$ cat config.mk
export PLATFORM = sky130hd
export DESIGN_NAME = envelope_sequencer_flat
export DESIGN_NICKNAME = d
export VERILOG_FILES = /design/src/rtl/envelope_sequencer_pkg.sv /design/src/rtl/envelope_sequencer_if.sv /design/src/rtl/envelope_sequencer_phase_timer.sv /design/src/rtl/envelope_sequencer.sv /design/src/flat_wrapper.sv
export SDC_FILE = /design/constraint.sdc
export NUM_CORES = 1
export LEC_CHECK = 0
export ABC_AREA = 1
export BUFFER_PORTS_ARGS = -buffer_cell sky130_fd_sc_hd__buf_2
export CORE_ASPECT_RATIO = 1.25
export CORE_UTILIZATION = 30
export DETAILED_ROUTE_END_ITERATION = 10
export PLACE_DENSITY = 0.46
export RECOVER_POWER = 100
export REMOVE_ABC_BUFFERS = 1
export SYNTH_ARGS = -nofsm -noshare
export SYNTH_HDL_FRONTEND = slang
export SYNTH_SLANG_ARGS = --single-unit
$ cat constraint.sdc
create_clock -name clk -period 4.1 [get_ports clk]
set_input_delay 0 -clock clk [delete_from_list [all_inputs] [get_ports clk]]
set_output_delay 0 -clock clk [all_outputs]
set_load 0.01 [all_outputs]
$ cat src/rtl/envelope_sequencer_pkg.sv
// Shared audio definitions for the envelope sequencer: sample width, default
// watchdog length and the ADSR phase encoding.
package envelope_sequencer_pkg;

    localparam int unsigned AUDIO_W                = 16;
    localparam int unsigned TIMEOUT_CYCLES_DEFAULT = 1048576;

    // Encoding is visible on the state output, so the values are fixed.
    typedef enum logic [2:0] {
        StIdle    = 3'd0,
        StAttack  = 3'd1,
        StDecay   = 3'd2,
        StSustain = 3'd3,
        StRelease = 3'd4
    } env_state_e;

    // Config captured on a trigger and used by later phases. Peak level and
    // attack speed go straight into target/speed, which then act as their shadow.
    typedef struct packed {
        logic [AUDIO_W-1:0] sustain_level;
        logic [AUDIO_W-1:0] decay_speed;
        logic [AUDIO_W-1:0] release_speed;
    } env_shadow_t;

    // Phases in which the lerper is ramping and the watchdog runs.
    function automatic logic is_ramp(env_state_e s);
        return (s == StAttack) || (s == StDecay) || (s == StRelease);
    endfunction

endpackage

$ cat src/rtl/envelope_sequencer_if.sv
// Bundle between the note/gate logic plus lerper (master) and the envelope
// sequencer (slave).
interface envelope_sequencer_if;
    import envelope_sequencer_pkg::*;

    logic               gate_on;
    logic               gate_off;
    logic [AUDIO_W-1:0] peak_level;
    logic [AUDIO_W-1:0] sustain_level;
    logic [AUDIO_W-1:0] attack_speed;
    logic [AUDIO_W-1:0] decay_speed;
    logic [AUDIO_W-1:0] release_speed;
    logic [AUDIO_W-1:0] lerp_value;
    logic [AUDIO_W-1:0] target;
    logic [AUDIO_W-1:0] speed;
    logic [2:0]         state;
    logic               busy;
    logic               timeout_flag;

    modport master (
        output gate_on, gate_off, peak_level, sustain_level,
               attack_speed, decay_speed, release_speed, lerp_value,
        input  target, speed, state, busy, timeout_flag
    );

    modport slave (
        input  gate_on, gate_off, peak_level, sustain_level,
               attack_speed, decay_speed, release_speed, lerp_value,
        output target, speed, state, busy, timeout_flag
    );

endinterface

$ cat src/rtl/envelope_sequencer_phase_timer.sv
// Watchdog for a single ramp phase: counts enabled cycles since the last clear
// and flags when TIMEOUT_CYCLES-1 is reached.
module phase_timer #(
    parameter int unsigned TIMEOUT_CYCLES = 1048576
) (
    input  logic clk,
    input  logic rst,
    input  logic clear,
    input  logic enable,
    output logic expired
);

    localparam int unsigned CNT_W = (TIMEOUT_CYCLES > 1) ? $clog2(TIMEOUT_CYCLES) : 1;
    localparam logic [CNT_W-1:0] LAST = CNT_W'(TIMEOUT_CYCLES - 1);

    logic [CNT_W-1:0] count_q;

    assign expired = (count_q == LAST);

    // Cycle counter: clear wins, otherwise count up and saturate at LAST.
    always_ff @(posedge clk or posedge rst) begin
        if (rst) begin
            count_q <= '0;
        end else if (clear) begin
            count_q <= '0;
        end else if (enable && !expired) begin
            count_q <= count_q + 1'b1;
        end
    end

endmodule

$ cat src/rtl/envelope_sequencer.sv
// Per-voice ADSR sequencer: steers a lerper's target and speed through
// attack, decay, sustain and release, using lerper feedback plus a watchdog.
module envelope_sequencer
    import envelope_sequencer_pkg::*;
#(
    parameter int unsigned TIMEOUT_CYCLES = TIMEOUT_CYCLES_DEFAULT
) (
    input logic                 clk,
    input logic                 rst,
    envelope_sequencer_if.slave bus
);

    env_state_e         state_q;
    logic [AUDIO_W-1:0] target_q;
    logic [AUDIO_W-1:0] speed_q;
    logic               timeout_q;
    env_shadow_t        shadow_q;

    logic reached;
    logic ramp;
    logic go_attack;
    logic go_release;
    logic advance;
    logic expired;
    logic timer_clear;

    // Event decode in priority order: trigger, release, phase completion.
    always_comb begin
        reached     = (bus.lerp_value == target_q);
        ramp        = is_ramp(state_q);
        go_attack   = bus.gate_on;
        go_release  = !bus.gate_on && bus.gate_off &&
                      ((state_q == StAttack) || (state_q == StDecay) ||
                       (state_q == StSustain));
        advance     = !go_attack && !go_release && ramp && (reached || expired);
        // Retrigger restarts the watchdog even though the state is unchanged.
        timer_clear = go_attack || go_release || advance;
    end

    phase_timer #(
        .TIMEOUT_CYCLES(TIMEOUT_CYCLES)
    ) u_phase_timer (
        .clk    (clk),
        .rst    (rst),
        .clear  (timer_clear),
        .enable (ramp),
        .expired(expired)
    );

    // Phase FSM with registered target, speed, sticky timeout and config shadow.
    always_ff @(posedge clk or posedge rst) begin
        if (rst) begin
            state_q   <= StIdle;
            target_q  <= '0;
            speed_q   <= '0;
            timeout_q <= 1'b0;
            shadow_q  <= '0;
        end else if (go_attack) begin
            // Lerper output is left alone so the ramp continues from where it is.
            state_q                <= StAttack;
            target_q               <= bus.peak_level;
            speed_q                <= bus.attack_speed;
            timeout_q              <= 1'b0;
            shadow_q.sustain_level <= bus.sustain_level;
            shadow_q.decay_speed   <= bus.decay_speed;
            shadow_q.release_speed <= bus.release_speed;
        end else if (go_release) begin
            state_q  <= StRelease;
            target_q <= '0;
            speed_q  <= shadow_q.release_speed;
        end else if (advance) begin
            if (expired) begin
                timeout_q <= 1'b1;
            end
            case (state_q)
                StAttack: begin
                    state_q  <= StDecay;
                    target_q <= shadow_q.sustain_level;
                    speed_q  <= shadow_q.decay_speed;
                end
                StDecay: begin
                    state_q <= StSustain;
                end
                StRelease: begin
                    state_q <= StIdle;
                end
                default: begin
                    state_q <= state_q;
                end
            endcase
        end
    end

    assign bus.state        = state_q;
    assign bus.target       = target_q;
    assign bus.speed        = speed_q;
    assign bus.busy         = (state_q != StIdle);
    assign bus.timeout_flag = timeout_q;

endmodule

$ cat src/flat_wrapper.sv
// flat-port wrapper written by rule: the top's interface ports become plain ports
module envelope_sequencer_flat import envelope_sequencer_pkg::*;
#(
    parameter int unsigned TIMEOUT_CYCLES = TIMEOUT_CYCLES_DEFAULT
)
  (clk, rst, bus_gate_on, bus_gate_off, bus_peak_level, bus_sustain_level, bus_attack_speed, bus_decay_speed, bus_release_speed, bus_lerp_value, bus_target, bus_speed, bus_state, bus_busy, bus_timeout_flag);
  envelope_sequencer_if bus_i ();
  input logic clk;
  input logic rst;
  input wire logic [$bits(bus_i.gate_on)-1:0] bus_gate_on;
  input wire logic [$bits(bus_i.gate_off)-1:0] bus_gate_off;
  input wire logic [$bits(bus_i.peak_level)-1:0] bus_peak_level;
  input wire logic [$bits(bus_i.sustain_level)-1:0] bus_sustain_level;
  input wire logic [$bits(bus_i.attack_speed)-1:0] bus_attack_speed;
  input wire logic [$bits(bus_i.decay_speed)-1:0] bus_decay_speed;
  input wire logic [$bits(bus_i.release_speed)-1:0] bus_release_speed;
  input wire logic [$bits(bus_i.lerp_value)-1:0] bus_lerp_value;
  output wire logic [$bits(bus_i.target)-1:0] bus_target;
  output wire logic [$bits(bus_i.speed)-1:0] bus_speed;
  output wire logic [$bits(bus_i.state)-1:0] bus_state;
  output wire logic [$bits(bus_i.busy)-1:0] bus_busy;
  output wire logic [$bits(bus_i.timeout_flag)-1:0] bus_timeout_flag;
  assign bus_i.gate_on = bus_gate_on;
  assign bus_i.gate_off = bus_gate_off;
  assign bus_i.peak_level = bus_peak_level;
  assign bus_i.sustain_level = bus_sustain_level;
  assign bus_i.attack_speed = bus_attack_speed;
  assign bus_i.decay_speed = bus_decay_speed;
  assign bus_i.release_speed = bus_release_speed;
  assign bus_i.lerp_value = bus_lerp_value;
  assign bus_target = bus_i.target;
  assign bus_speed = bus_i.speed;
  assign bus_state = bus_i.state;
  assign bus_busy = bus_i.busy;
  assign bus_timeout_flag = bus_i.timeout_flag;
  envelope_sequencer #(.TIMEOUT_CYCLES(TIMEOUT_CYCLES)) u_core (.clk(clk), .rst(rst), .bus(bus_i));
endmodule
# == After elaboration in Yosys (flattened, before gate mapping) ==
# Index checks and enable logic that the tools add are counted.
# classes
n_addsub,1
multipliers,0
div,0
magnitude_cmp,0
eq_ne,7
n_shift,0
n_mux,18
bitwise,0
reduce_logical,25
# op_table
operator,n
$mux W16,8
$mux W20,2
$add A20 B1 Y20 const B,1
$eq A20 B20 Y1 const B,1
$eq A16 B16 Y1,1
$mux W3,3
$pmux W3 S3,1
$reduce_bool A3 Y1,3
$eq A3 B2 Y1 const B,2
$logic_and A1 B1 Y1,6
$logic_or A1 B1 Y1,6
$reduce_bool A2 Y1,3
$reduce_bool A5 Y1,1
$mux W1,4
$reduce_and A2 Y1,2
$eq A3 B1 Y1 const B,1
$eq A3 B3 Y1 const B,1
$logic_not A1 Y1,3
$reduce_and A3 Y1,1
$ne A2 B2 Y1 const B,1
# word_totals
register_bits,104
latch_bits,0
mem_bits_rw,0
rom_bits,0
inputBits,100
output_inout_bits,37
mem_count,0

# == Longest topological paths before layout ==
# Gate-level depths: netlist of run 1.
# logic_depth
depth_word,11
ltp_mapped,13

# == Cells and area by module ==
# From an unflattened synthesis of run 1, not the netlist that was laid out.
# hier_totals
cells_unflattened,746
area_unflattened_um2,5382.7
# modules_own_cells
mod,instances,cells_per_inst,area_each_um2,seq_area_each_um2
envelope_sequencer,1,550,4071.4,2102.0
phase_timer,1,196,1311.3,500.5

# == Worst setup path before layout of run 1 ==
# OpenSTA, ideal clock, no wires.
# synth_path
path_kind,flip-flop to flip-flop
start,register u_core.u_phase_timer.count_q[1]
end,"register u_core.speed_q[10], in the netlist u_core.bus.speed[10]"
arrival_time_ps,1538
t_required_ps,3983
slack_ps,2445
stages_incl_launch_ff,14
n_path_buf,1
path_cell_list,dfrtp_1 -> ha_1 -> nand2_1 -> nor2_2 -> nand2_4 -> nor2_4 -> nand2_2 -> nor2_4 -> nor2_4 -> nand2_8 -> nand2_4 -> buf_6 -> nand2_1 -> nand2_1
# synth_between
elab_chain_cells,5
# synth_rtl
item,line,rtl
start: declaration,envelope_sequencer_phase_timer.sv:16,logic [CNT_W-1:0] count_q;
start signal: assignment,envelope_sequencer_phase_timer.sv:27,count_q <= count_q + 1'b1;
$eq A20 B20 Y1,envelope_sequencer_phase_timer.sv:18,assign expired = (count_q == LAST);
$logic_or A1 B1 Y1,envelope_sequencer.sv:35,advance = !go_attack && !go_release && ramp && (reached || expired);
$logic_and A1 B1 Y1,envelope_sequencer.sv:35,
$reduce_bool A3 Y1 (no line),--,
$reduce_and A2 Y1 (no line),--,
end signal: assignment,envelope_sequencer.sv:62,speed_q <= bus.attack_speed;
end signal: assignment,envelope_sequencer.sv:70,speed_q <= shadow_q.release_speed;
end signal: assignment,envelope_sequencer.sv:79,speed_q <= shadow_q.decay_speed;
end: declaration,envelope_sequencer.sv:15,logic [AUDIO_W-1:0] speed_q;
# Every way passes these cells.
# A chain may end at the register's enable or synchronous reset.

# == Worst setup path after layout of run 1 ==
# layout_path
start,input port bus_gate_on
end,"register u_core.target_q[11], in the netlist u_core.bus.target[11]"
# layout_between
elab_chain_cells,9
elab_cells_between_ends,12
# layout_rtl
item,line,rtl
start: declaration,flat_wrapper.sv:10,input wire logic [$bits(bus_i.gate_on)-1:0] bus_gate_on;
$logic_not A1 Y1,"envelope_sequencer.sv:32, envelope_sequencer.sv:35",
$logic_and A1 B1 Y1 (2 in a row),envelope_sequencer.sv:32,go_release = !bus.gate_on && bus.gate_off &&
$logic_not A1 Y1,envelope_sequencer.sv:35,
$logic_and A1 B1 Y1 (3 in a row),envelope_sequencer.sv:35,
$reduce_bool A3 Y1 (no line),--,
$reduce_and A2 Y1 (no line),--,
end signal: assignment,envelope_sequencer.sv:61,target_q <= bus.peak_level;
end signal: assignment,envelope_sequencer.sv:78,target_q <= shadow_q.sustain_level;
end: declaration,envelope_sequencer.sv:14,logic [AUDIO_W-1:0] target_q;
# Parallel ways exist; a longest one is shown, timed or not.

==> key figures, run 1 <==
Worst setup path
  – Max FO, Critical Path: 39
  – Flop-to-flop setup slack: 1.50 ns
  – CP Class: input pin to flip-flop
  – RR Endpoint: u_core.bus.target[11]
  – CP required: 4.39 ns
  – Max incr delay on CP: 0.94 ns
  – Startpoint types: input pin
  – Crit path DAT: 3.19 ns
  – Crit path max-delay cell type: inv_1
  – Ordered cell list for the critical path: buf_2 > inv_1 > nand2_4 > inv_2 > nand2_2 > nand2_4 > nand2_1 > nand2_1
  – Crit end category: flip-flop
  – FF-to-FF path depth: 9
  – Reg2reg start: u_core.bus.state[0]
  – WP depth: 8
  – Crit-path leading delay family: buffers and inverters
  – CP bufs+invs: 3

Timing
  – Normalized max-slew margin: -0.183
  – Slew Limit Fails: 83
  – Clk_skew: 0.00928 ns
  – Final period utilization: 0.709
  – Least-Margin Pin Slew: 1.77 ns
  – Fin worst setup slack: 1.19 ns
  – Final TNS setup: 0 ns
  – RSZ-0062 raised after global routing: no
  – Tmin final: 2.91 ns
  – Final Hold Vio Count: 0
  – Endpoints failing setup: 0
  – Fmax: 344 MHz
  – Hold slack: 0.0192 ns

Clock network
  – Latest clock arrival within the worst-skew pair: 0.35 ns
  – CTS buffer count: 9
  – CTS-repair resized insts: 0
  – Clock Path Buffers: 2
  – H-tree levels: 3
  – # Post-CTS Setup Buffers: 0
  – CTS tree: built
  – Post-CTS Hold Buffers: 49
  – Clock Tree Root: clkbuf_16
  – Clock sink count: 104
  – Clk slew on worst S/H paths: 0.07 ns

Logic synthesis
  – Synth area leaders: dfrtp_1, nand2_1, inv_1
  – Avg Cell Area, Syn: 7.57 µm²
  – Synth unique cells: 30
  – Yosys reg bits: 104
  – Top-area cell type share of the netlist area: 0.484
  – Synth Cell Area: 0.00538 mm²
  – Cell taking the most area after synthesis: dfrtp_1
  – Cells after Synth: 710
  – Yosys warns: 0
  – Sequential area share after synthesis: 0.484

Floorplan
  – Core Region: 0.0175 mm²
  – Initial Util: 0.307
  – Io pins: 137
  – Die height: 152 µm
  – Die X: 122 µm
  – Die Area: 0.0185 mm²
  – Row count: 54

Placed design
  – Number of buffers added on ports: 136
  – Post-Place Worst Slack: 1.12 ns
  – RePlAce Congestion: 0.770
  – Dpl cells: 1042
  – Hpwl dp: 10300 µm

Cells and area
  – Layout Utilization: 0.394
  – Layout cell share with drive strength beyond 1: 0.155
  – Fillers: 1870
  – Area delta synth->final: 28.3%
  – Final Non-Filler Cells: 1108
  – Layout Nets: 979

Route
  – DR pass1 iterations: 6
  – Via count: 4963
  – DRC Markers: 0
  – Detailed Route WL: 14700 µm
  – DRT iter0 DRCs: 195
  – Vias per cell: 4.48
  – WL/cell: 13.3 µm
  – Antenna-violating nets left: 0

Job
  – Max-cap violation count: 1

Pwr
  – Cell area power density: 448 mW/mm²
  – Static Leak: 3.60 nW
  – Max rail drop VDD: 0.000249 V

Global route
  – GRT Resource Usage Total: 0.169
  – Grt ovf: 0
  – Initial antenna violation count: 2
  – First-pass GRT wire length: 24300 µm
  – Largest net degree at the start of global routing: 83
  – Vias in the first global route: 4976

Min path
  – HP Start: bus_attack_speed[6]
  – WHS Path Cells: 5
  – Worst hold endpoint: u_core.bus.speed[6]
  – Hold Crit Class: input pin to flip-flop

Run status
  – Outcome: complete, but fails checks
  – Failing checks: capacitance limit, slew limit
==> placed cells by master (no fill, tap or decap), types with 7 or more instances in the layout <==
cell type	n
o211ai_1	16
o21ai_0	20
nand3_1	45
a22oi_1	16
dfrtp_1	104
nor2_1	62
clkbuf_1	38
inv_1	78
dlygate4sd3_1	49
xor2_1	7
clkbuf_16	9
nor3_1	9
nand2_1	284
buf_2	99
==> area by class of cell <==
class	count	area [µm²]	share of cell area
repair buffers	187	1140	0.165
multi-input cells	495	2260	0.327
inverters	81	304	0.0441
well taps	224	280	0.0406
clock buffers	10	239	0.0347
flip-flops and latches	104	2600	0.377
clock inverters	6	73.8	0.0107
diodes	1	2.50	0.000363
==> where the power goes <==
| part | total [mW] | leakage, nW | switching, mW | internal, mW |
|---|---|---|---|---|
| Clock | 0.913 | 0.154 | 0.414 | 0.499 |
| Sequential | 1.35 | 1.32 | 0.147 | 1.20 |
| Combinational | 0.832 | 2.13 | 0.544 | 0.288 |
| Total | 3.09 | 3.60 | 1.11 | 1.99 |
==> state kept, by name, summed over array words and instances, names as in the netlist <==
name	count
u_core.shadow_q	48
u_core.u_phase_timer.count_q	20
u_core.bus.speed	16
u_core.bus.target	16
u_core.bus.state	3
u_core.bus.timeout_flag	1
==> metal layers <==
metal  GRT usage  vias to the layer above  part of all wire
met2       0.290                      102              0.50
met3      0.0356                       14             0.048
met4      0.0556                        2             0.013
met1       0.210                     2303              0.44
li1            -                     2542                 -
met5           0                        -           0.00068
==> synth_stat cells, drive strengths merged <==
library cell  instances
dfrtp               104
nand3                48
xor2                  7
nor2                 67
xnor2                 1
a22oi                16
o21ai                20
clkbuf               11
a21oi                 3
o22ai                 3
nor4                  2
nor3b                 1
buf                  19
inv                  81
o211ai               16
nand3b                1
ha                    1
nand4                 6
nor3                  9
nand2               294
==> worst register-to-register path: stages (launching register included) <==
cell,delay (ns)
dfrtp_1,0.43
inv_1,0.11
nand2_1,0.07
nand3_2,0.13
nand2_4,0.18
inv_2,0.39
nand2_2,0.50
nand2_4,0.53
nand2_1,0.12
nand2_1,0.07
==> metrics by stage <==
| step | power (mW) | cell area (µm²) |
|---|---|---|
| 6_report | 3.09 | 6900 |
| 3_3_place_gp | 2.21 | 6160 |
| 3_5_place_dp | 2.22 | 6160 |
| 4_1_cts | 3.19 | 6970 |
| 2_1_floorplan | 1.84 | 5180 |
| 5_1_grt | 3.31 | 6890 |
==> worst max path at each step <==
stage                                   start                     to  slack (ns)
after floorplan                           rst    u_core.bus.speed[0]        1.37
after global placement            bus_gate_on   u_core.bus.speed[12]        1.25
after detailed placement          bus_gate_on    u_core.bus.speed[1]        1.12
after CTS                 u_core.bus.state[0]  u_core.bus.target[11]        1.40
after global routing              bus_gate_on    u_core.bus.speed[3]        0.77
final                             bus_gate_on  u_core.bus.target[11]        1.19
==> cell families (layout without fill, tap and decap cells) <==
kind of cell             after synthesis  in the layout  synth area share
adder cells (fa/ha/maj)                1              1           0.00233
buffers and inverters                111            284            0.0922
other                                  0              1                 0
XOR/XNOR                               8              8            0.0130
AO/OA/AOI/OAI                         58             58            0.0696
flip-flops                           104            104             0.484
AND/OR/NAND/NOR                      428            428             0.339
Note: power is estimated with default switching activity, not from simulation.
==> run 2: changes to the inputs <==
--- a/config.mk
+++ b/config.mk
@@ -5,12 +5,12 @@
 export SDC_FILE = /design/constraint.sdc
 export NUM_CORES = 1
 export LEC_CHECK = 0
-export ABC_AREA = 1
+export ABC_AREA = 0
 export BUFFER_PORTS_ARGS = -buffer_cell sky130_fd_sc_hd__buf_2
 export CORE_ASPECT_RATIO = 1.25
 export CORE_UTILIZATION = 30
 export DETAILED_ROUTE_END_ITERATION = 10
-export PLACE_DENSITY = 0.46
+export PLACE_DENSITY = 0.48
 export RECOVER_POWER = 100
 export REMOVE_ABC_BUFFERS = 1
 export SYNTH_ARGS = -nofsm -noshare
==> constraint.sdc (replaced) <==
create_clock -name clk -period 2.5 [get_ports clk]
set_input_delay 0 -clock clk [delete_from_list [all_inputs] [get_ports clk]]
set_output_delay 0 -clock clk [all_outputs]
set_load 0.01 [all_outputs]
==> key figures, run 2 <==
Run status
  – Outcome: completed

Logic synthesis
  – Count leader, synth: dfrtp_1
  – Largest family of logic cells by synthesized area: compound AO/OA/AOI/OAI gates
  – XOR/XNOR share of the synthesized area: 0.0271
  – Yosys reg bits: 104
  – Post-synth EDFFs: 0
  – Avg Cell Area, Syn: 10.0 µm²
  – FFs w/ async S/R, synth: 1.00
  – Cells after Synth: 548
  – Synth Area in Adders: 0.00227
  – Yosys warns: 0
  – Synth Area in Simple Gates: 0.154
  – Top-area cell type share of the netlist area: 0.473
  – Synth area leaders: dfrtp_1, mux2_2, o211ai_1
  – Mux cell area share after synthesis: 0.102
  – Synth Cell Area: 0.00550 mm²
  – Synth unique cells: 49
  – Synth Area in Compound Gates: 0.193
  – Commonest cells post-synth: dfrtp_1, nand2_1, mux2_2, o211ai_1, clkbuf_1
  – Commonest register cell after synthesis: dfrtp_1
  – Sequential area share after synthesis: 0.473
  – Cell taking the most area after synthesis: dfrtp_1

Floorplan
  – Row count: 55
  – Die height: 153 µm
  – Die X: 123 µm
  – Io pins: 137
  – Initial Util: 0.305
  – Core Region: 0.0180 mm²
  – Die Area: 0.0189 mm²

Cells and area
  – Layout Utilization: 0.407
  – Layout cell share with drive strength beyond 1: 0.273
  – Most frequent cells in the layout: dfrtp_1, buf_2, nand2_1, dlygate4sd3_1
  – Layout Nets: 834
  – Biggest regs: u_core.shadow_q: 48 flops, u_core.u_phase_timer.count_q: 20 flops
  – Max reg flops: 48
  – Most common cell after layout, fill and taps aside: dfrtp_1
  – Area delta synth->final: 33.3%
  – Design area: 0.00733 mm²
  – Largest Register: u_core.shadow_q
  – Final Non-Filler Cells: 966

Worst setup path
  – Crit path DAT: 2.61 ns
  – CP Class: flip-flop to flip-flop
  – Crit end category: flip-flop
  – CP Launch Point: u_core.u_phase_timer.count_q[1]
  – Startpoint types: flip-flop
  – Max FO, Critical Path: 8
  – Reg2reg start: u_core.u_phase_timer.count_q[1]
  – CP required: 2.76 ns
  – FF-to-FF path depth: 6

Clock network
  – Clock Path Buffers: 2
  – CTS-repair resized insts: 0
  – Clock Tree Root: clkbuf_16
  – CTS tree: built
  – Clock sink count: 104
  – Latest clock arrival within the worst-skew pair: 0.35 ns
  – # Post-CTS Setup Buffers: 0
  – Clk slew on worst S/H paths: 0.07 ns
  – CTS buffer count: 9
  – H-tree levels: 3

Timing
  – Fin worst setup slack: 0.149 ns
  – Final period utilization: 0.940
  – Clk_skew: 0.00928 ns
  – Tmin final: 2.35 ns
  – Slew Limit Fails: 0
  – Final Hold Vio Count: 0
  – Endpoints failing setup: 0
  – RSZ-0062 raised after global routing: no
  – Least-Margin Pin Slew: 1.30 ns
  – Normalized max-slew margin: 0.131
  – Fmax: 425 MHz

Global route
  – Largest net degree at the start of global routing: 61
  – Met2 Resource Use GR: 0.317
  – Initial antenna violation count: 1
  – GRT Resource Usage Total: 0.187
  – M1 GR Usage: 0.236
  – Grt ovf: 0
  – Vias in the first global route: 5292
  – Most used routing layer: met2
  – First-pass GRT wire length: 27600 µm
  – Routing usage on met3: 0.0358

Placed design
  – Dpl cells: 885
  – Hpwl dp: 11400 µm
  – RePlAce Congestion: 0.759
  – Placed Area: 0.00648 mm²
  – Post-Place Worst Slack: 0.166 ns
  – Number of buffers added on ports: 136

Pwr
  – Cell area power density: 553 mW/mm²
  – Max rail drop VDD: 0.000273 V
  – Static Leak: 2.93 nW

Route
  – DRC Markers: 0
  – Antenna-violating nets left: 0
  – WL/cell: 17.5 µm
  – Via count: 5142
  – DRT iter0 DRCs: 343
  – Vias per cell: 5.32
  – DR pass1 iterations: 4
  – Detailed Route WL: 16900 µm

Job
  – Max-cap violation count: 0

Min path
  – WHS Path Cells: 3
  – HP Start: bus_gate_off
  – Hold Crit Class: input pin to flip-flop
-- run 2: cell type report --
type	count	area (µm²)
Multi-Input combinational cell	384	2650
Inverter	7	26.3
Timing Repair Buffer	227	1490
Tap cell	228	285
Antenna cell	1	2.50
Fill cell	1850	10700
Sequential cell	104	2600
Clock inverter	2	15.0
Clock buffer	13	260
-- run 2: stage by stage --
step,hold WS [ns],setup TNS [ns],total power [mW]
final,0.0647,0,4.06
after global placement,0.207,0,2.67
after CTS,0.0493,0,4.14
after floorplan,0.0664,-141.77,2.33
after global routing,0.0640,0,4.28
after detailed placement,0.211,0,2.69
-- run 2: metal layers --
| layer | routed length [µm] | part of all wire |
|---|---|---|
| met1 | 7140 | 0.42 |
| met2 | 8740 | 0.52 |
| met3 | 858 | 0.051 |
| met4 | 193 | 0.011 |
| met5 | 0 | 0 |
-- run 2: worst max-delay path: stages, from the launching register on --
cell      delay, ns
dfrtp_1        0.41
ha_1           0.19
and3_4         0.21
nand2_4        0.08
or4_1          0.67
or4_1          0.45
a211oi_1       0.24
-- run 2: power by group --
group,switching (mW),total [mW],internal [mW]
clock,0.622,1.35,0.727
sequential,0.107,1.94,1.83
combinational,0.409,0.769,0.360
total,1.14,4.06,2.92
-- run 2: final timing paths --
path                                                     to  slack, ns
min in group asynchronous               u_core.shadow_q[45]       0.55
setup / recovery           u_core.u_phase_timer.count_q[14]       0.15
max in group asynchronous              u_core.bus.target[3]       0.54
hold / removal                          u_core.bus.state[0]       0.06
hold reg to reg                         u_core.shadow_q[28]       0.50
setup reg to reg           u_core.u_phase_timer.count_q[14]       0.15
-- run 2: kinds of logic after synthesis --
group / Yosys count
and+or+nand+nor: 169
DFF: 104
AOI/OAI and AO/OA: 147
muxes: 50
xor gates and xnor gates: 17
buffers and inverters: 60
adders and majority gates: 1
-- run 2: timing repair --
item                       in CTS  in global routing
setup endpoints to repair       0                  0
hold buffers                   65                  0
hold endpoints to repair      122                  0
==> run 3: changes to the inputs <==
--- a/config.mk
+++ b/config.mk
@@ -10,6 +10,7 @@
 export CORE_ASPECT_RATIO = 1.25
 export CORE_UTILIZATION = 30
 export DETAILED_ROUTE_END_ITERATION = 10
+export MAX_ROUTING_LAYER = met4
 export PLACE_DENSITY = 0.48
 export RECOVER_POWER = 100
 export REMOVE_ABC_BUFFERS = 1
==> key figures, run 3 (synthesized netlist as in run 2, its figures left out) <==
Run status
  – Outcome: completed

Floorplan
  – Initial Util: 0.305
  – Row count: 55
  – Die height: 153 µm
  – Io pins: 137
  – Die X: 123 µm
  – Die Area: 0.0189 mm²
  – Core Region: 0.0180 mm²

Pwr
  – Cell area power density: 555 mW/mm²
  – P_int: 2.92 mW
  – Clock power share: 0.334
  – Net Sw Power: 1.15 mW
  – Max rail drop VDD: 0.000275 V
  – Static Leak: 2.93 nW
  – Sw frac: 0.283
  – Seq pwr share: 0.477
  – Overall power of the completed layout: 4.07 mW
  – Combinational power share: 0.189

Timing
  – Final Hold Vio Count: 0
  – Least-Margin Pin Slew: 1.31 ns
  – Final period utilization: 0.940
  – RSZ-0062 raised after global routing: no
  – Endpoints failing setup: 0
  – Tmin final: 2.35 ns
  – Fin worst setup slack: 0.151 ns
  – Clk_skew: 0.0121 ns
  – Slew Limit Fails: 0
  – Normalized max-slew margin: 0.128
  – Fmax: 426 MHz

Cells and area
  – Most frequent cells in the layout: dfrtp_1, buf_2, nand2_1, dlygate4sd3_1
  – Area delta synth->final: 33.3%
  – Most common cell after layout, fill and taps aside: dfrtp_1
  – Layout Utilization: 0.407
  – Largest Register: u_core.shadow_q
  – Area occupied by multi-input gates: 0.00265 mm²
  – Biggest regs: u_core.shadow_q: 48 flops, u_core.u_phase_timer.count_q: 20 flops
  – Design area: 0.00733 mm²
  – Layout cell share with drive strength beyond 1: 0.273
  – Fillers: 1850
  – Reg area: 0.00260 mm²
  – Max reg flops: 48
  – Layout Nets: 834

Worst setup path
  – CP Class: flip-flop to flip-flop
  – CP required: 2.71 ns
  – Crit path DAT: 2.56 ns
  – Startpoint types: flip-flop
  – Crit end category: flip-flop
  – Max FO, Critical Path: 16

Placed design
  – Placed Area: 0.00648 mm²
  – RePlAce Congestion: 0.769
  – Number of buffers added on ports: 136
  – Post-Place Worst Slack: 0.166 ns
  – Hpwl dp: 11400 µm

Route
  – Via count: 5159
  – WL/cell: 17.6 µm
  – DR pass1 iterations: 4
  – DRC Markers: 0
  – Detailed Route WL: 17000 µm
  – DRT iter0 DRCs: 358
  – Vias per cell: 5.34
  – Antenna-violating nets left: 0

Clock network
  – Clock Path Buffers: 2
  – Post-CTS Hold Buffers: 65
  – Clk slew on worst S/H paths: 0.07 ns
  – Latest clock arrival within the worst-skew pair: 0.35 ns
  – CTS-repair resized insts: 0
  – Clock sink count: 104
  – CTS tree: built
  – Clock Tree Root: clkbuf_16
  – CTS buffer count: 9
  – # Post-CTS Setup Buffers: 0
  – H-tree levels: 3

Global route
  – Vias in the first global route: 5301
  – Initial antenna violation count: 1
  – Largest net degree at the start of global routing: 61
  – Grt ovf: 0
  – First-pass GRT wire length: 27600 µm
  – GRT Resource Usage Total: 0.193

Job
  – Max-cap violation count: 0

Min path
  – Hold Crit Class: input pin to flip-flop
[run 3: cell counts in the layout (fill, tap and decap cells not counted)]
Identical to the previous run, type by type.
[run 3: power by group through the flow]
stage	combinational [mW]	clock, mW	sequential [mW]
6_report	0.771	1.36	1.94
5_1_grt	0.848	1.47	1.96
4_1_cts	0.804	1.40	1.94
3_5_place_dp	0.723	0	1.97
3_3_place_gp	0.707	0	1.96
2_1_floorplan	0.359	0	1.97
[run 3: final cells by class]
class	instances	share of cell area
Antenna cell	1	0.000341
Clock buffer	13	0.0355
Clock inverter	2	0.00205
Inverter	7	0.00358
Multi-Input combinational cell	384	0.361
Sequential cell	104	0.355
Tap cell	228	0.0389
Timing Repair Buffer	227	0.204
[run 3: layer usage]
metal | wire length (µm) | GRT usage | share of wire
met1 | 7490 | 0.240 | 0.44
met2 | 8710 | 0.317 | 0.51
met3 | 538 | 0.0287 | 0.032
met4 | 242 | 0.0614 | 0.014
met5 | 0 | - | 0
[run 3: worst max-delay path, cell delays in order (launching register included)]
cell      delay, ns
dfrtp_1        0.41
xnor2_1        0.24
nand4_1        0.18
nor4_2         0.39
buf_4          0.30
o21a_1         0.18
clkbuf_2       0.33
o211ai_1       0.17
[run 3: stage by stage]
step,hold WS [ns],instances,setup TNS [ns]
after floorplan,0.0664,495,-141.77
after global placement,0.207,885,0
after detailed placement,0.211,885,0
after CTS,0.0493,965,0
after global routing,0.0667,966,0
final,0.0617,966,0
[run 3: final timing paths]
path,endpoint,startpoint,slack [ns],cells past startpoint
worst max-delay path,u_core.bus.target[11],u_core.bus.target[13],0.15,7
worst min-delay path,u_core.bus.state[0],bus_gate_off,0.06,3
worst max register to register,u_core.bus.target[11],u_core.bus.target[13],0.15,7
worst min register to register,u_core.shadow_q[23],u_core.shadow_q[23],0.50,1
max in group asynchronous,u_core.bus.target[3],rst,0.54,4
min in group asynchronous,u_core.shadow_q[45],rst,0.55,3
